**src/rtl/tx_keep_sequencer.sv**
```systemverilog
// tx_keep_sequencer: per-frame beat sequencer for the 64-bit AXI-Stream TX path.
// Accepts one byte-length descriptor at a time and forwards exactly ceil(len/8)
// upstream beats. For each beat it generates an MSB-first, left-aligned tkeep
// and a tlast flag from the remaining byte count.
// Optional feature macro: TXSEQ_STAT_EN enables the frame/beat statistics counters.
module tx_keep_sequencer #(
    parameter int LEN_W = 16
) (
    input  logic             clk,
    input  logic             rst_n,
    input  logic             desc_valid,
    output logic             desc_ready,
    input  logic [LEN_W-1:0] desc_len,
    input  logic [63:0]      s_tdata,
    input  logic             s_tvalid,
    output logic             s_tready,
    output logic [63:0]      m_tdata,
    output logic [7:0]       m_tkeep,
    output logic             m_tlast,
    output logic             m_tvalid,
    input  logic             m_tready,
    output logic             zero_len_err,
    output logic [31:0]      frame_cnt,
    output logic [31:0]      beat_cnt
);

    typedef enum logic {
        ST_IDLE  = 1'b0,
        ST_BURST = 1'b1
    } state_t;

    localparam logic [LEN_W-1:0] BEAT_BYTES = LEN_W'(8);

    // Top n bits set: n=1 -> 8'h80 ... n=8 -> 8'hFF (bit 7 is the first byte).
    function automatic logic [7:0] keep_of(input logic [3:0] n);
        keep_of = ~(8'hFF >> n);
    endfunction

    state_t           r_state;
    logic [LEN_W-1:0] r_rem;
    logic             r_desc_ready;
    logic             r_zero_len_err;
    logic [63:0]      r_m_tdata;
    logic [7:0]       r_m_tkeep;
    logic             r_m_tlast;
    logic             r_m_tvalid;

    logic             w_s_tready;
    logic             w_up;
    logic             w_dn;
    logic             w_rem_gt8;
    logic [3:0]       w_take;
    logic [LEN_W-1:0] w_rem_next;

    // The output register can take a new beat when it is empty or being drained.
    assign w_s_tready = (r_state == ST_BURST) && (!r_m_tvalid || m_tready);
    assign w_up       = s_tvalid && w_s_tready;
    assign w_dn       = r_m_tvalid && m_tready;
    assign w_rem_gt8  = (r_rem > BEAT_BYTES);
    assign w_take     = w_rem_gt8 ? 4'd8 : r_rem[3:0];
    assign w_rem_next = w_rem_gt8 ? (r_rem - BEAT_BYTES) : '0;

    // Sequencer FSM with registered handshake, error pulse and output beat register.
    always_ff @(posedge clk or negedge rst_n) begin
        if (!rst_n) begin
            r_state        <= ST_IDLE;
            r_rem          <= '0;
            r_desc_ready   <= 1'b0;
            r_zero_len_err <= 1'b0;
            r_m_tdata      <= '0;
            r_m_tkeep      <= '0;
            r_m_tlast      <= 1'b0;
            r_m_tvalid     <= 1'b0;
        end else begin
            r_zero_len_err <= 1'b0;
            if (w_dn && !w_up) begin
                r_m_tvalid <= 1'b0;
            end
            case (r_state)
                ST_IDLE: begin
                    r_desc_ready <= 1'b1;
                    if (desc_valid && r_desc_ready) begin
                        if (desc_len == '0) begin
                            // Zero-length descriptors are consumed without emitting a beat.
                            r_zero_len_err <= 1'b1;
                        end else begin
                            r_rem        <= desc_len;
                            r_state      <= ST_BURST;
                            r_desc_ready <= 1'b0;
                        end
                    end
                end
                ST_BURST: begin
                    if (w_up) begin
                        r_m_tdata  <= s_tdata;
                        r_m_tkeep  <= keep_of(w_take);
                        r_m_tlast  <= !w_rem_gt8;
                        r_m_tvalid <= 1'b1;
                        r_rem      <= w_rem_next;
                        if (!w_rem_gt8) begin
                            r_state      <= ST_IDLE;
                            r_desc_ready <= 1'b1;
                        end
                    end
                end
                default: begin
                    r_state <= ST_IDLE;
                end
            endcase
        end
    end

    assign desc_ready   = r_desc_ready;
    assign s_tready     = w_s_tready;
    assign zero_len_err = r_zero_len_err;
    assign m_tdata      = r_m_tdata;
    assign m_tkeep      = r_m_tkeep;
    assign m_tlast      = r_m_tlast;
    assign m_tvalid     = r_m_tvalid;

`ifdef TXSEQ_STAT_EN
    logic [31:0] r_frame_cnt;
    logic [31:0] r_beat_cnt;

    // Count downstream beats and completed frames; both wrap naturally.
    always_ff @(posedge clk or negedge rst_n) begin
        if (!rst_n) begin
            r_frame_cnt <= '0;
            r_beat_cnt  <= '0;
        end else if (w_dn) begin
            r_beat_cnt <= r_beat_cnt + 32'd1;
            if (r_m_tlast) begin
                r_frame_cnt <= r_frame_cnt + 32'd1;
            end
        end
    end

    assign frame_cnt = r_frame_cnt;
    assign beat_cnt  = r_beat_cnt;
`else
    assign frame_cnt = '0;
    assign beat_cnt  = '0;
`endif

endmodule

```
**config.mk**
```make
export PLATFORM = sky130hd
export DESIGN_NAME = tx_keep_sequencer
export DESIGN_NICKNAME = d
export VERILOG_FILES = /design/src/rtl/tx_keep_sequencer.sv
export SDC_FILE = /design/constraint.sdc
export NUM_CORES = 1
export LEC_CHECK = 0
export CORE_UTILIZATION = 35
export DETAILED_ROUTE_END_ITERATION = 12
export HOLD_SLACK_MARGIN = 0.06
export MAX_ROUTING_LAYER = met4
export PLACE_DENSITY = 0.72
export SYNTH_ARGS = -nofsm -noshare
export SYNTH_HDL_FRONTEND = slang
export SYNTH_SLANG_ARGS = --single-unit
export TNS_END_PERCENT = 5
```
**constraint.sdc**
```tcl
create_clock -name clk -period 3.9 [get_ports clk]
set_input_delay 0.78 -clock clk [delete_from_list [all_inputs] [get_ports clk]]
set_output_delay 0.78 -clock clk [all_outputs]
set_load 0.01 [all_outputs]
```
==> metrics.yaml <==
grt:
  grt_max_degree: 86
  grt_pass1_wl_um: 17900
  grt.total_usage_pct: 18.0
  grt-ovfl-total: 0
  grt_antenna_before_repair: 0
  grt_pass1_vias: 3620
clocking:
  clock_latency_ns: 0.33
  numClockSinks: 93
  cts-root-buf: "clkbuf_16"
  cts_max_level: 3
  post_cts_resized: 0
  cts_made_buffers: 9
  cts_buffer_depth: 2
  cts_tree: "done"
  clk_pin_slew_ns: 0.06
  ctsHoldBuffers: 0
  postCtsSetupBuffers: 0
sta:
  final-max-slew-violation-count: 0
  max_freq_ghz: 0.338
  tns_ns: 0
  hold_violations: 0
  period_share_pct: 75.9
  finalCriticalPeriod_ns: 2.96
  rsz0062_at_grt: "no"
  finClkSkew_ns: 0.00644
  max_slew_margin_pct: 26.6
  worst-slew-pin-transition_ns: 1.10
  setup_viol: 0
cells_and_area:
  layout.nets: 745
  fillers: 1156
  drive_gt1_share_pct: 4.83
  instances_no_fill: 831
  multi_input_area_um2: 1780
  regArea_um2: 2330
  diodes: 0
  synthToLayoutAreaGrowth_pct: 40.7
logic_synthesis:
  ys_types: 49
  yosys.area.top_type: "dfrtp_1"
  syn_area_per_cell_um2: 8.79
  synth.top_cell.area_share_pct: 52.3
  syn-instance-count: 506
  synth_area_um2: 4450
  async_flop_share_pct: 100
  ys_seq_elements: 93
  synthTopCellsByArea: "dfrtp_1 (52%), nand2_1 (18%), buf_4 (11%)"
  synthFlopType: "dfrtp_1"
  synth-edff-count: 0
  yosysSeqAreaShare_pct: 52.3
  ys_warn_count: 0
worst_setup_path:
  critPathCaptureType: "primary output"
  r2r_cells: 6
  critPathArrivalTime_ns: 2.18
  cp_max_fo: 6
  critPathLaunchType: "input port"
  worstPathRequired_ns: 3.12
  path_class: "input port to primary output"
pwr:
  p_per_area_nw_per_um2: 555
  p_leak_nw: 2.90
  finalPower_w: 0.00347
  vdd_drop_max_mv: 0.205
min_path:
  hp-class: "register to register"
  hold_depth: 2
floorplan:
  rows: 40
  die_y_um: 115
  pin_count: 226
  start_util_pct: 36.4
  fp.dieW_um: 115
  core_area_um2: 12200
  die_area_um2: 13200
drt:
  drc_errors: 0
  wl_per_cell_um: 13.7
  vias: 3780
  postRouteAntennaNets: 0
  viasPerCell: 4.55
  routed_wl_um: 11400
  drt_iter0_drc: 266
  firstDrtPassIters: 4
placement:
  dp_hpwl_um: 8160
  gp_congestion: 0.880
  portBuffers: 161
  dpl.cell_count: 816
run_status:
  status: "finished clean"
run:
  drv_cap: 0
==> worst max-delay path, cell delays in order <==
cell	delay, ns
clkdlybuf4s50_1	0.45
nand2b_1	0.24
and2_1	0.17
clkdlybuf4s50_1	0.54
==> kinds of logic (layout without fill, tap and decap cells) <==
kind of cell,after synthesis,in the layout,synth area share (%)
flip-flops,93,93,52.3
adder cells (fa/ha/maj),1,1,0.281
multiplexers,3,3,0.703
buffers and inverters,89,183,13.1
AO/OA/AOI/OAI,52,52,8.19
other,1,64,0.0843
AND/OR/NAND/NOR,267,267,25.3
==> layout make-up <==
cell class / count / share of cell area [%]
multi-input combinational: 387 / 28.5
sequential: 93 / 37.2
clock buffer: 10 / 3.82
timing repair buffer: 165 / 26.4
inverter: 3 / 0.180
tap: 168 / 3.36
clock inverter: 5 / 0.580
==> Yosys cell counts, types with 2 or more instances <==
cell type	number
a21oi_1	5
a221o_1	2
a22o_1	3
a22oi_1	5
a31oi_1	8
and2_1	2
buf_1	4
buf_4	64
clkbuf_1	17
dfrtp_1	93
inv_1	3
mux2i_1	2
nand2_1	211
nand2b_1	3
nand3_1	6
nand4_1	3
nor2_1	15
nor2b_1	3
nor3_1	5
nor4_1	7
o211ai_1	2
o21a_1	2
o21ai_0	12
or4_1	3
or4_4	2
==> final timing paths <==
kind | from | end | slack [ns]
max reg2reg | r_rem[3]$_DFFE_PN0P_ | r_rem[13]$_DFFE_PN0P_ | 1.51
min reg2reg | m_tdata[11]$_DFFE_PN0P_ | m_tdata[11]$_DFFE_PN0P_ | 0.47
min | m_tdata[11]$_DFFE_PN0P_ | m_tdata[11]$_DFFE_PN0P_ | 0.47
min in group asynchronous | rst_n | zero_len_err$_DFF_PN0_ | 0.59
max | m_tready | s_tready | 0.94
max in group asynchronous | rst_n | r_rem[3]$_DFFE_PN0P_ | 2.45
==> where the power goes <==
group	switching, W	leakage, nW	internal [W]
sequential	0.000227	1.10	0.00123
clock	0.000366	0.127	0.000447
combinational	0.000570	1.68	0.000628
total	0.00116	2.90	0.00231
==> registers in the layout, summed over array words and instances (netlist names) <==
name / count
m_tdata: 64
r_rem: 16
m_tkeep: 8
desc_ready: 1
m_tlast: 1
m_tvalid: 1
r_state: 1
zero_len_err: 1
==> cell usage in the layout (no fill, tap or decap), types with 4 or more instances in the layout <==
cell type / synthesis / routed
a22oi_1: 5 / 5
nor2_1: 15 / 15
clkdlybuf4s50_1: 0 / 160
nand3_1: 6 / 5
nand2_1: 211 / 211
nor3_1: 5 / 5
a21oi_1: 5 / 5
clkbuf_16: 0 / 9
nor4_1: 7 / 7
a31oi_1: 8 / 8
buf_4: 64 / 4
dfrtp_1: 93 / 93
o21ai_0: 12 / 12
conb_1: 1 / 64
==> stage by stage <==
step	hold WS, ns	utilization [%]	worst slack, ns	area, um^2
after floorplan	0.484	-	1.55	4680
after global placement	0.456	49.0	0.942	5980
after detailed placement	0.461	49.0	0.945	5980
after CTS	0.478	51.2	0.944	6260
after global routing	0.497	51.2	0.896	6260
final	0.473	51.2	0.939	6260
==> routing by layer <==
| layer | share of wire, % | vias to the layer above | GRT usage, % |
|---|---|---|---|
| met2 | 50 | 168 | 30.2 |
| met4 | 0.97 | 0 | 7.19 |
| li1 | - | 1832 | - |
| met5 | 0 | - | - |
| met3 | 5.8 | 7 | 2.33 |
| met1 | 43 | 1773 | 21.9 |
No activity file was read; power rests on OpenSTA's default activity.
